===== config.mk =====
export PLATFORM = sky130hd
export DESIGN_NAME = gray_pixel_scheduler
export DESIGN_NICKNAME = d
export VERILOG_FILES = /design/src/rtl/gray_pkg.sv /design/src/rtl/gray_core.sv /design/src/rtl/gray_pixel_scheduler.sv
export SDC_FILE = /design/constraint.sdc
export NUM_CORES = 1
export LEC_CHECK = 0
export ABC_AREA = 1
export CORE_MARGIN = 4
export CORE_UTILIZATION = 49
export DETAILED_ROUTE_END_ITERATION = 12
export GPL_ROUTABILITY_DRIVEN = 0
export PLACE_DENSITY = 0.7
export SLEW_MARGIN = 20
export SYNTH_ARGS = -nofsm -noshare
export SYNTH_HDL_FRONTEND = slang
export SYNTH_SLANG_ARGS = --single-unit
export TNS_END_PERCENT = 5

===== constraint.sdc =====
create_clock -name clk -period 12.2 [get_ports clk]
set_input_delay 2.44 -clock clk [delete_from_list [all_inputs] [get_ports clk]]
set_output_delay 2.44 -clock clk [all_outputs]
set_load 0.01 [all_outputs]

===== src/rtl/gray_pkg.sv =====
// Shared constants and types for the grayscale pixel scheduler.
// Coefficients are the 8-bit fixed-point BT.601 luma weights (sum = 256).
package gray_pkg;

  localparam int GRAY_KR  = 77;
  localparam int GRAY_KG  = 150;
  localparam int GRAY_KB  = 29;
  localparam int GRAY_RND = 128;

  // Scheduler states: IDLE arbitrates, BURST streams one frame from the grantee.
  typedef enum logic [0:0] {
    IDLE  = 1'b0,
    BURST = 1'b1
  } state_e;

  // Drops the 8 fractional bits of the rounded weighted sum. Because the
  // coefficients sum to 256 the integer part always fits in 8 bits.
  function automatic logic [7:0] gray_round(input logic [15:0] sum);
    return sum[15:8];
  endfunction

endpackage


===== src/rtl/gray_core.sv =====
// Two-stage RGB-to-grayscale pipeline.
// Stage 1 registers the three weighted products plus a sideband tag; stage 2
// registers the rounded sum. Both stages advance only when en is high, so the
// whole pipe freezes as a unit under downstream backpressure.
module gray_core
  import gray_pkg::*;
#(
  parameter int TAG_W = 2
) (
  input  logic             clk,
  input  logic             rst_n,
  input  logic             en,
  input  logic             in_valid,
  input  logic [7:0]       r_i,
  input  logic [7:0]       g_i,
  input  logic [7:0]       b_i,
  input  logic [TAG_W-1:0] tag_i,
  output logic [TAG_W-1:0] tag_o,
  output logic             mid_valid_o,
  output logic             out_valid_o,
  output logic [7:0]       gray_o
);

  logic [15:0]      prod_r_d, prod_g_d, prod_b_d;
  logic [15:0]      s1_pr_q, s1_pg_q, s1_pb_q;
  logic [TAG_W-1:0] s1_tag_q;
  logic             s1_valid_q;

  logic [15:0]      sum_d;
  logic [7:0]       s2_gray_q;
  logic [TAG_W-1:0] s2_tag_q;
  logic             s2_valid_q;

  // Largest single product is 150*255 = 38250, and the full rounded sum peaks
  // at 65408, so 16-bit arithmetic never overflows.
  assign prod_r_d = 16'(GRAY_KR) * {8'd0, r_i};
  assign prod_g_d = 16'(GRAY_KG) * {8'd0, g_i};
  assign prod_b_d = 16'(GRAY_KB) * {8'd0, b_i};
  assign sum_d    = s1_pr_q + s1_pg_q + s1_pb_q + 16'(GRAY_RND);

  // Stage 1: capture products and tag; bubbles travel as invalid slots.
  always_ff @(posedge clk or negedge rst_n) begin
    if (!rst_n) begin
      s1_valid_q <= 1'b0;
      s1_pr_q    <= '0;
      s1_pg_q    <= '0;
      s1_pb_q    <= '0;
      s1_tag_q   <= '0;
    end else if (en) begin
      s1_valid_q <= in_valid;
      if (in_valid) begin
        s1_pr_q  <= prod_r_d;
        s1_pg_q  <= prod_g_d;
        s1_pb_q  <= prod_b_d;
        s1_tag_q <= tag_i;
      end
    end
  end

  // Stage 2 (output register): rounded sum and tag; data only loads on a
  // real pixel so the output bus is quiet across bubbles.
  always_ff @(posedge clk or negedge rst_n) begin
    if (!rst_n) begin
      s2_valid_q <= 1'b0;
      s2_gray_q  <= '0;
      s2_tag_q   <= '0;
    end else if (en) begin
      s2_valid_q <= s1_valid_q;
      if (s1_valid_q) begin
        s2_gray_q <= gray_round(sum_d);
        s2_tag_q  <= s1_tag_q;
      end
    end
  end

  assign mid_valid_o = s1_valid_q;
  assign out_valid_o = s2_valid_q;
  assign gray_o      = s2_gray_q;
  assign tag_o       = s2_tag_q;

endmodule


===== src/rtl/gray_pixel_scheduler.sv =====
// Frame-granular round-robin scheduler sharing one grayscale pipeline
// between NUM_REQ pixel sources.
//
// Handshake: on both the per-source input ports and the output port a pixel
// moves on a rising edge where valid and ready are both high. A producer keeps
// valid and data steady until accepted; ready never depends on anything but
// current state and the downstream out_ready, so there is no comb loop from
// req_valid to req_ready.
module gray_pixel_scheduler
  import gray_pkg::*;
#(
  parameter int NUM_REQ      = 2,
  parameter int FRAME_PIXELS = 64,
  parameter int SRC_W        = (NUM_REQ > 1) ? $clog2(NUM_REQ) : 1
) (
  input  logic                 clk,
  input  logic                 rst_n,
  input  logic [NUM_REQ-1:0]   req_valid,
  output logic [NUM_REQ-1:0]   req_ready,
  input  logic [8*NUM_REQ-1:0] req_red,
  input  logic [8*NUM_REQ-1:0] req_green,
  input  logic [8*NUM_REQ-1:0] req_blue,
  output logic                 out_valid,
  input  logic                 out_ready,
  output logic [7:0]           out_gray,
  output logic [SRC_W-1:0]     out_src,
  output logic                 out_last,
  output logic [SRC_W-1:0]     grant_id,
  output logic                 busy,
  output state_e               dbg_state
);

  localparam int               CNT_W    = (FRAME_PIXELS > 1) ? $clog2(FRAME_PIXELS) : 1;
  localparam logic [CNT_W-1:0] CNT_LAST = CNT_W'(FRAME_PIXELS - 1);
  localparam logic [SRC_W-1:0] PTR_RST  = SRC_W'(NUM_REQ - 1);
  localparam int               TAG_W    = SRC_W + 1;

  state_e           state_q, state_d;
  logic [SRC_W-1:0] grant_q, grant_d;
  logic [SRC_W-1:0] last_grant_q, last_grant_d;
  logic [CNT_W-1:0] cnt_q, cnt_d;

  logic             pipe_en;
  logic             xfer;
  logic             cnt_last;
  logic             win_found;
  logic [SRC_W-1:0] win_id;
  logic [SRC_W-1:0] cand;

  logic [7:0]       red_a   [NUM_REQ];
  logic [7:0]       green_a [NUM_REQ];
  logic [7:0]       blue_a  [NUM_REQ];

  logic [TAG_W-1:0] core_tag_in;
  logic [TAG_W-1:0] core_tag_out;
  logic             core_mid_valid;
  logic             core_out_valid;
  logic [7:0]       core_gray;

  // Split the packed per-source channel buses into per-source bytes.
  for (genvar i = 0; i < NUM_REQ; i++) begin : g_unpack
    assign red_a[i]   = req_red[8*i +: 8];
    assign green_a[i] = req_green[8*i +: 8];
    assign blue_a[i]  = req_blue[8*i +: 8];
  end

  // The pipe stalls only when a finished pixel is parked at the output.
  assign pipe_en  = !(core_out_valid && !out_ready);
  assign xfer     = |(req_valid & req_ready);
  assign cnt_last = (cnt_q == CNT_LAST);

  // Round-robin search starting one past the previous grantee, so a source
  // whose burst just ended ranks last.
  always_comb begin
    win_found = 1'b0;
    win_id    = '0;
    cand      = '0;
    for (int k = 1; k <= NUM_REQ; k++) begin
      cand = SRC_W'((int'(last_grant_q) + k) % NUM_REQ);
      if (!win_found && req_valid[cand]) begin
        win_found = 1'b1;
        win_id    = cand;
      end
    end
  end

  // State register plus grant pointer and in-burst pixel counter.
  always_ff @(posedge clk or negedge rst_n) begin
    if (!rst_n) begin
      state_q      <= IDLE;
      grant_q      <= '0;
      last_grant_q <= PTR_RST;
      cnt_q        <= '0;
    end else begin
      state_q      <= state_d;
      grant_q      <= grant_d;
      last_grant_q <= last_grant_d;
      cnt_q        <= cnt_d;
    end
  end

  // Next-state: arbitrate in IDLE, count accepted pixels in BURST and leave
  // on the frame's final transfer.
  always_comb begin
    state_d      = state_q;
    grant_d      = grant_q;
    last_grant_d = last_grant_q;
    cnt_d        = cnt_q;
    unique case (state_q)
      IDLE: begin
        if (win_found) begin
          state_d      = BURST;
          grant_d      = win_id;
          last_grant_d = win_id;
          cnt_d        = '0;
        end
      end
      BURST: begin
        if (xfer) begin
          if (cnt_last) begin
            state_d = IDLE;
            cnt_d   = '0;
          end else begin
            cnt_d = cnt_q + CNT_W'(1);
          end
        end
      end
      default: state_d = IDLE;
    endcase
  end

  // Outputs: only the grantee sees ready, and only while the pipe can move.
  always_comb begin
    req_ready = '0;
    if (state_q == BURST) begin
      req_ready[grant_q] = pipe_en;
    end
  end

  assign core_tag_in = {cnt_last, grant_q};

  gray_core #(
    .TAG_W (TAG_W)
  ) u_core (
    .clk         (clk),
    .rst_n       (rst_n),
    .en          (pipe_en),
    .in_valid    (xfer),
    .r_i         (red_a[grant_q]),
    .g_i         (green_a[grant_q]),
    .b_i         (blue_a[grant_q]),
    .tag_i       (core_tag_in),
    .tag_o       (core_tag_out),
    .mid_valid_o (core_mid_valid),
    .out_valid_o (core_out_valid),
    .gray_o      (core_gray)
  );

  assign out_valid = core_out_valid;
  assign out_gray  = core_gray;
  assign out_src   = core_tag_out[SRC_W-1:0];
  assign out_last  = core_tag_out[SRC_W];
  assign grant_id  = grant_q;
  assign busy      = (state_q != IDLE) || core_mid_valid || core_out_valid;
  assign dbg_state = state_q;

endmodule


==> reports/summary.json <==
{
  "mostFrequentLayoutCell": "nand2_1",
  "synthAdderAreaFrac_pct": 33.01,
  "numPortBuffers": 68,
  "yosys.area_share.simple_pct": 21.84,
  "vias": 5780,
  "num-nets-final": 1190,
  "synthDistinctLibCells": 35,
  "die_width_um": 128.2,
  "synthesis.area_um2": 7081,
  "cts-root-to-sink-buffers": 2,
  "req_time_crit_path_ns": 9.76,
  "cts_hold_buffers": 0,
  "tns_ns": 0,
  "antenna_violations_before_repair": 0,
  "drive_above_1_share_pct": 4.090,
  "synth_seq_cells": 66,
  "wire_length_of_the_first_global_routing_pass_um": 25930,
  "rows": 43,
  "antenna_cells_inserted": 0,
  "synth_top_family_by_area": "adder cells",
  "finalClockSkew_ns": 0.006999,
  "worst_path_largest_cell_delay_ns": 0.56,
  "estimated_wirelength_of_the_detail_placed_design_um": 12060,
  "outcome": "finished clean",
  "number_of_flops_mapped_to_enable_cells_by_yosys": 0,
  "final-max-slew-violation-count": 0,
  "layout-area-overhead-vs-synth_pct": 16.33,
  "drt_wl_total_um": 14960,
  "max_cap_violations": 0,
  "finalHoldViolations": 0,
  "finalInstanceArea_um2": 8237,
  "fp.coreArea_um2": 14040,
  "setup_viol": 0,
  "routed_via_density": 4.991,
  "synth-async-reset-ratio_pct": 100.0,
  "cts.htree.levels": 3,
  "synth-compound-area-share_pct": 9.436,
  "cts-resized-gates": 0,
  "layout_common_cells": "nand2_1 (233), inv_1 (151), ha_1 (126)",
  "rsz_0062_raised_after_global_routing": "false",
  "grt_overflow_total": 0,
  "min-delay-path-class": "flip-flop to flip-flop",
  "io-pin-count": 69,
  "cts.sinks": 66,
  "fill_cells": 1293,
  "grt_pass1_vias": 5600,
  "crit_path_max_fanout": 5,
  "worst_setup_path_start_kind": "input pin",
  "layout.area.seq_um2": 1653,
  "worstSkewPairLatency_ns": 0.33,
  "min_period_over_period_pct": 51.70,
  "yosysSeqAreaShare_pct": 23.34,
  "placed_area_um2": 7899,
  "critical_path_class": "input pin to primary output",
  "timing.hold.worst_path_depth": 2,
  "timing.slew.headroom_pct": 44.34,
  "synth_ff_type": "dfrtp_1",
  "slowest_stage": "clkdlybuf4s50_1",
  "yosys_warnings": 0,
  "cts-root-buf": "clkbuf_16",
  "overall_global_routing_resource_usage_pct": 19.11,
  "min_period_ns": 6.308,
  "initialDrtViolationCount": 344,
  "critical_path.endpoint_type": "primary output",
  "syn_avg_cell_area_um2": 7.807,
  "crit_path_cell_trace": "clkdlybuf4s50_1 -> inv_1 -> nand2_1 -> inv_1 -> nor3_1 -> clkdlybuf4s50_1",
  "yosys.area_share.xor_xnor_pct": 2.845,
  "ant_nets": 0,
  "dieArea_um2": 16440,
  "clkTransAtPathRegs_ns": 0.06,
  "initial_standard_cell_utilization_of_the_core_pct": 50.42,
  "worst_hold_slack_ns": 0.4619,
  "worstRegToRegCells": 19,
  "firstDrtPassIters": 4,
  "postCtsSetupRepairBufs": 0,
  "detail_route.wl_per_cell_um": 12.92,
  "max_slew.worst_pin.slew_ns": 0.8337,
  "yosys-mux-area-fraction_pct": 0,
  "tritoncts_clock_tree": "yes",
  "die_height_um": 128.2,
  "cp.arrival_ns": 3.87,
  "multi_input_comb_area_um2": 4753,
  "postSynthCellCount": 907,
  "maxClockFrequency_ghz": 0.1585,
  "mappedNetlistNets": 1124,
  "cts-buffers-inserted": 9,
  "maximum_number_of_pins_on_one_net_before_global_route_repair": 67,
  "detail_route.drc_violations": 0
}
## final timing paths
check,from,endpoint,slack [ns]
worst max-delay path,out_ready,req_ready[1],5.89
worst min-delay path,last_grant_q,last_grant_q,0.46
worst max register to register,grant_id,u_core.s1_pg_q[14],7.77
worst min register to register,last_grant_q,last_grant_q,0.46
max in group asynchronous,rst_n,u_core.gray_o[7],9.37
min in group asynchronous,rst_n,u_core.gray_o[1],2.27
## sequential cells by signal (all words and copies together), names as in the netlist, 2 cells and up
register / flops
cnt_q: 6
u_core.s1_pb_q: 13
u_core.s1_tag_q: 2
u_core.gray_o: 8
u_core.s1_pr_q: 15
u_core.s1_pg_q: 15
u_core.tag_o: 2
## routing by layer
layer  vias to the layer above  part of all wire, %  GRT usage, %
met3                        18                  3.4         2.583
met1                      2607                   50         27.12
li1                       3056                    -             -
met4                         0                  1.3         4.869
met5                         -                    0             0
met2                        99                   45         30.86
## kinds of logic (layout without fill, tap and decap cells)
| logic type | count (synthesis) | count (layout) |
|---|---|---|
| XOR/XNOR | 23 | 23 |
| AND/OR/NAND/NOR | 368 | 368 |
| flip-flops | 66 | 66 |
| buffers and inverters | 168 | 239 |
| adder cells (fa/ha/maj) | 164 | 164 |
| AO/OA/AOI/OAI | 118 | 118 |
## synth_stat cells, types with 6 or more instances
| cell type | n | area [um^2] |
|---|---|---|
| nand2_1 | 233 | 874.6 |
| inv_1 | 151 | 566.8 |
| ha_1 | 126 | 1577 |
| dfrtp_1 | 65 | 1627 |
| nand3_1 | 52 | 260.3 |
| nor2_1 | 45 | 168.9 |
| o21ai_0 | 41 | 205.2 |
| a21oi_1 | 38 | 190.2 |
| fa_1 | 38 | 760.7 |
| xnor2_1 | 15 | 131.4 |
| nand4_1 | 13 | 81.33 |
| or2_2 | 10 | 62.56 |
| buf_2 | 9 | 45.04 |
| a31oi_1 | 8 | 50.05 |
| o21bai_1 | 8 | 60.06 |
| xor2_1 | 8 | 70.07 |
| o21ai_1 | 7 | 35.03 |
| nor3_1 | 6 | 30.03 |
## through the flow
stage                     cells  worst slack, ns  utilization, %
final                      1158            5.892           58.66
after global routing       1158            5.772           58.66
after CTS                  1158            5.887           58.66
after detailed placement   1142            5.840           56.25
after global placement     1142            5.906           56.25
after floorplan             907            6.492               -
## worst max-delay path: cells and delay by family
| kind | cells | cell delay (ns) |
|---|---|---|
| buffers and inverters | 4 | 1.16 |
| and+or+nand+nor | 2 | 0.27 |
## final cells by class
| type | count | area share, % |
|---|---|---|
| clock inverter | 5 | 1.033 |
| timing repair buffer | 70 | 8.385 |
| inverter | 153 | 7.003 |
| tap | 180 | 2.734 |
| sequential | 66 | 20.07 |
| clock buffer | 11 | 3.069 |
| multi-input combinational | 673 | 57.71 |
Power is left out: the tool's default activity adds up to more than one toggle a clock period on the data nets, which glitch-free logic cannot reach.
